--- src/rtl/cep_define.sv ---
// Shared PMP types: cfg byte layout, address-match modes, access kinds, CSR numbers
// and the sequential checker's FSM states.
package cep_define;

    localparam int PMP_MAX_ENTRIES = 16;

    typedef enum logic [1:0] {
        OFF   = 2'd0,
        TOR   = 2'd1,
        NA4   = 2'd2,
        NAPOT = 2'd3
    } mode;

    typedef enum logic [1:0] {
        READ    = 2'd0,
        WRITE   = 2'd1,
        EXECUTE = 2'd2,
        NOTHING = 2'd3
    } operations;

    typedef struct packed {
        logic       l;
        logic [1:0] rsvd;
        mode        a;
        logic       x;
        logic       w;
        logic       r;
    } pmpcfg;

    typedef enum logic [11:0] {
        CSR_PMPCFG0   = 12'h3A0,
        CSR_PMPCFG3   = 12'h3A3,
        CSR_PMPADDR0  = 12'h3B0,
        CSR_PMPADDR15 = 12'h3BF
    } pmp_csr_e;

    typedef enum logic [1:0] {
        IDLE = 2'd0,
        SCAN = 2'd1,
        RESP = 2'd2
    } pmp_chk_state_e;

    // Reserved bits read as zero and the W=1/R=0 combination is not storable.
    function automatic pmpcfg sanitize_cfg(input logic [7:0] raw);
        pmpcfg c;
        c = pmpcfg'(raw);
        c.rsvd = 2'b00;
        if (c.w && !c.r) begin
            c.w = 1'b0;
        end
        return c;
    endfunction

    function automatic logic pmp_allow(input pmpcfg c, input operations op, input logic priv_m);
        logic ok;
        ok = 1'b1;
        if (op != NOTHING && !(priv_m && !c.l)) begin
            case (op)
                READ:    ok = c.r;
                WRITE:   ok = c.w;
                EXECUTE: ok = c.x;
                default: ok = 1'b1;
            endcase
        end
        return ok;
    endfunction

endpackage

--- src/rtl/pmp_seq_checker_entry_match.sv ---
// Combinational address match of one PMP entry against a 32-bit word address.
module pmp_entry_match
    import cep_define::*;
(
    input  logic [31:0] word_addr,
    input  pmpcfg       cfg,
    input  logic [31:0] addr_hi,
    input  logic [31:0] addr_lo,
    output logic        match
);

    logic [31:0] napot_mask;
    logic        cfg_unused;

    assign cfg_unused = ^{cfg.l, cfg.rsvd, cfg.x, cfg.w, cfg.r};

    always_comb begin
        // Trailing ones plus the following zero are don't-care bits of the region.
        napot_mask = ~(addr_hi ^ (addr_hi + 32'd1));
        match      = 1'b0;
        case (cfg.a)
            OFF:     match = 1'b0;
            NA4:     match = (word_addr == addr_hi);
            NAPOT:   match = ((word_addr & napot_mask) == (addr_hi & napot_mask));
            TOR:     match = (word_addr >= addr_lo) && (word_addr < addr_hi);
            default: match = 1'b0;
        endcase
    end

endmodule

--- config.mk ---
export PLATFORM = sky130hd
export DESIGN_NAME = pmp_entry_match
export DESIGN_NICKNAME = d
export VERILOG_FILES = /design/src/rtl/cep_define.sv /design/src/rtl/pmp_seq_checker_entry_match.sv
export SDC_FILE = /design/constraint.sdc
export NUM_CORES = 1
export LEC_CHECK = 0
export BUFFER_PORTS_ARGS = -buffer_cell sky130_fd_sc_hd__buf_2
export CAP_MARGIN = 20
export CORE_MARGIN = 2
export CORE_UTILIZATION = 45
export DETAILED_ROUTE_END_ITERATION = 12
export PLACE_DENSITY_LB_ADDON = 0.2
export SLEW_MARGIN = 10
export SYNTH_ARGS = -nofsm -noshare
export SYNTH_HDL_FRONTEND = slang
export SYNTH_SLANG_ARGS = --single-unit
--- constraint.sdc ---
create_clock -name vclk -period 3.4
set_input_delay 0.17 -clock vclk [all_inputs]
set_output_delay 0.17 -clock vclk [all_outputs]
set_load 0.005 [all_outputs]
==> parameters.txt <==
Parameter                              Value

Synthesis
  Mapped Avg Cell Area ... 7.33 µm²
  Number of instances in the synthesized netlist ... 408
  Count of distinct cell types in the synthesized netlist ... 31
  Post-synthesis sequential area ratio ... 0%
  Post-synthesis net count ... 608
  Mapped cell area ... 0.00299 mm²
  Warnings from Yosys ... 0

Route
  Residual DRC count ... 0
  Wirelength per Cell ... 12.4 µm
  DR top layer ... met4
  Post-Route M1 WL ... 3410 µm
  Vias ... 3087
  Routed met3 length ... 258 µm
  Vias/cell ... 5.20
  Number of iterations in the first detailed-routing pass ... 4
  Length of routed met2 wiring ... 3620 µm
  Initial DRC count ... 65
  Final ANT Viol Nets ... 0
  Final Routed Wirelength ... 7390 µm

GRT
  Total congestion overflow ... 0
  Initial antenna violation count ... 0
  Pin count of the biggest net entering global routing ... 8
  Total routing usage reported by global routing ... 20.2%
  Number of global-route vias before repair ... 2945
  Global-route wire length before repair ... 12400 µm

Critical path
  Type of element launching the critical path ... input pin
  Largest fanout of any net on the critical path ... 4
  Crit path required time ... 3.23 ns
  Crit Path Category ... input pin to output port
  Launching element of the worst setup path ... addr_hi[3]
  Category of the worst setup path capture point ... output port
  Arr. time, crit path ... 3.13 ns

Placement
  Count of buffers from port buffering ... 99
  HPWL after detailed placement ... 6820 µm
  Area of placed instances ... 0.00364 mm²
  RD Place Congestion ... 0.849

STA
  Transition time at the pin with the least slew margin ... 0.660 ns
  RSZ-0062 raised after global routing ... true
  Normalized max-slew margin ... 54.9%
  Period utilisation layout ... 97.0%
  Final setup vio count ... 0
  Time the worst path needs with I/O delays and setup ... 3.30 ns
  Number of slew-limit violations in the final report ... 0
  Final Hold Vio Count ... 0
  F_max ... 0.303 GHz

Floorplan
  Die height ... 85.5 µm
  Area of the placeable core ... 0.00639 mm²
  Row cnt ... 29
  Initial standard-cell utilization of the core ... 46.8%
  Ports ... 105
  Die Width ... 85.5 µm
  Die Area ... 0.00731 mm²

Cells and area
  Area Growth Syn to Fin ... 23.1%
  Antenna diode count ... 0
  Register cell area after layout ... 0 µm²
  Layout clock buffers ... 0
  Net count of the finished layout ... 719
  Proportion of layout cells with a drive suffix above 1 ... 23.8%
  Sequential cell count ... 0
  Area of all placed cells without fillers ... 0.00368 mm²
  Filler cell count ... 644

Outcome
  Status ... complete, no violations

Hold path
  HP Class ... input pin to output port
  Worst Hold Endpoint ... match
  Hold depth ... 4
  Start point of the worst min-delay path ... cfg[4]

Pwr
  Power per cell area ... 106 mW/mm²
  Total power ... 389 µW
  Maximum vdd drop ... 0.0643 mV
  Leakage power of the design ... 0.00207 µW

Job
  Max-cap violation count ... 0
## timing repair
| action | in CTS | in global routing |
|---|---|---|
| setup buffers | 0 | 2 |
| setup endpoints to repair | 0 | 1 |
| gates resized for setup | 0 | 6 |
| hold endpoints to repair | 0 | 0 |
| hold buffers | 0 | 0 |
## synth_stat cells (2+ instances only)
| cell | instances | area, µm² |
|---|---|---|
| sky130_fd_sc_hd__a211oi_1 | 2 | 15.0 |
| sky130_fd_sc_hd__a21o_1 | 9 | 67.6 |
| sky130_fd_sc_hd__a21oi_1 | 25 | 125 |
| sky130_fd_sc_hd__and3_1 | 2 | 12.5 |
| sky130_fd_sc_hd__ha_1 | 96 | 1200 |
| sky130_fd_sc_hd__inv_1 | 69 | 259 |
| sky130_fd_sc_hd__nand2_1 | 49 | 184 |
| sky130_fd_sc_hd__nand3_1 | 15 | 75.1 |
| sky130_fd_sc_hd__nand4_1 | 27 | 169 |
| sky130_fd_sc_hd__nor2_1 | 8 | 30.0 |
| sky130_fd_sc_hd__nor2b_1 | 2 | 12.5 |
| sky130_fd_sc_hd__nor3_1 | 6 | 30.0 |
| sky130_fd_sc_hd__nor3_4 | 2 | 32.5 |
| sky130_fd_sc_hd__nor4_1 | 5 | 31.3 |
| sky130_fd_sc_hd__o211ai_1 | 5 | 37.5 |
| sky130_fd_sc_hd__o21ai_0 | 9 | 45.0 |
| sky130_fd_sc_hd__or3_1 | 2 | 12.5 |
| sky130_fd_sc_hd__xor2_1 | 62 | 543 |
## per-layer routing
layer,up-vias,GRT usage (%)
li1,1640,-
met1,1379,26.3
met2,62,38.3
met3,6,0.577
met4,0,2.16
met5,-,0
## cells by family (layout without fill, tap and decap cells)
| group | count (synthesis) | after routing | synth area share, % |
|---|---|---|---|
| AND/OR/NAND/NOR | 125 | 125 | 21.8 |
| adder cells (fa/ha/maj) | 96 | 96 | 40.2 |
| buffers and inverters | 71 | 180 | 8.95 |
| XOR/XNOR | 62 | 62 | 18.2 |
| AO/OA/AOI/OAI | 54 | 54 | 11.0 |
## worst max-delay path, stage by stage
cell and delay, ns:
sky130_fd_sc_hd__buf_2 0.13, sky130_fd_sc_hd__clkinv_2 0.07, sky130_fd_sc_hd__or3_4 0.41, sky130_fd_sc_hd__nor3_4 0.14, sky130_fd_sc_hd__and3_4 0.21, sky130_fd_sc_hd__inv_2 0.05, sky130_fd_sc_hd__nor3_4 0.18, sky130_fd_sc_hd__nand2_1 0.09
sky130_fd_sc_hd__ha_1 0.30, sky130_fd_sc_hd__xor2_1 0.16, sky130_fd_sc_hd__nand2_1 0.08, sky130_fd_sc_hd__xor2_1 0.19, sky130_fd_sc_hd__nand4_1 0.12, sky130_fd_sc_hd__nor4_1 0.30, sky130_fd_sc_hd__a21oi_1 0.12, sky130_fd_sc_hd__nor4_2 0.23
sky130_fd_sc_hd__buf_2 0.18
## stage by stage
stage	setup TNS, ns	utilization [%]	setup slack (ns)	instances	hold slack, ns
2_1_floorplan	0	-	0.569	408	0.478
3_5_place_dp	0	57.0	0.0333	592	0.761
6_report	0	57.6	0.102	594	0.809
3_3_place_gp	0	57.0	0.0411	592	0.766
5_1_grt	-0.107	57.6	-0.107	594	0.867
4_1_cts	0	57.0	0.0289	592	0.762
## placed cells by master (no fill, tap or decap), types with 3 or more instances in the layout
master / instances
sky130_fd_sc_hd__a21oi_1: 25
sky130_fd_sc_hd__inv_1: 69
sky130_fd_sc_hd__o211ai_1: 5
sky130_fd_sc_hd__xor2_1: 62
sky130_fd_sc_hd__nand4_1: 27
sky130_fd_sc_hd__ha_1: 96
sky130_fd_sc_hd__o21ai_0: 9
sky130_fd_sc_hd__nor2_1: 6
sky130_fd_sc_hd__nor4_1: 3
sky130_fd_sc_hd__a21o_1: 9
sky130_fd_sc_hd__nor3_1: 6
sky130_fd_sc_hd__nand2_1: 49
sky130_fd_sc_hd__buf_2: 99
sky130_fd_sc_hd__nand3_1: 14
sky130_fd_sc_hd__buf_4: 10
## how the worst max path moves through the flow
stage / slack (ns) / cells past startpoint / end
after floorplan: 0.57 / 15 / match
after global placement: 0.04 / 17 / match
after detailed placement: 0.03 / 17 / match
after CTS: 0.03 / 17 / match
after global routing: -0.11 / 17 / match
final: 0.10 / 17 / match
## final cells by class
cell class / instances / area (µm²) / area share, %
multi-input combinational: 337 / 2750 / 74.6
tap: 77 / 96.3 / 2.62
timing repair buffer: 109 / 571 / 15.5
inverter: 71 / 268 / 7.27
## power by group
group	internal, µW	switching, µW	leakage (µW)	total (µW)
clock network	0	0	0	0
logic	178	211	0.00207	389
registers	0	0	0	0
total	178	211	0.00207	389
No activity file was read; power rests on OpenSTA's default activity.
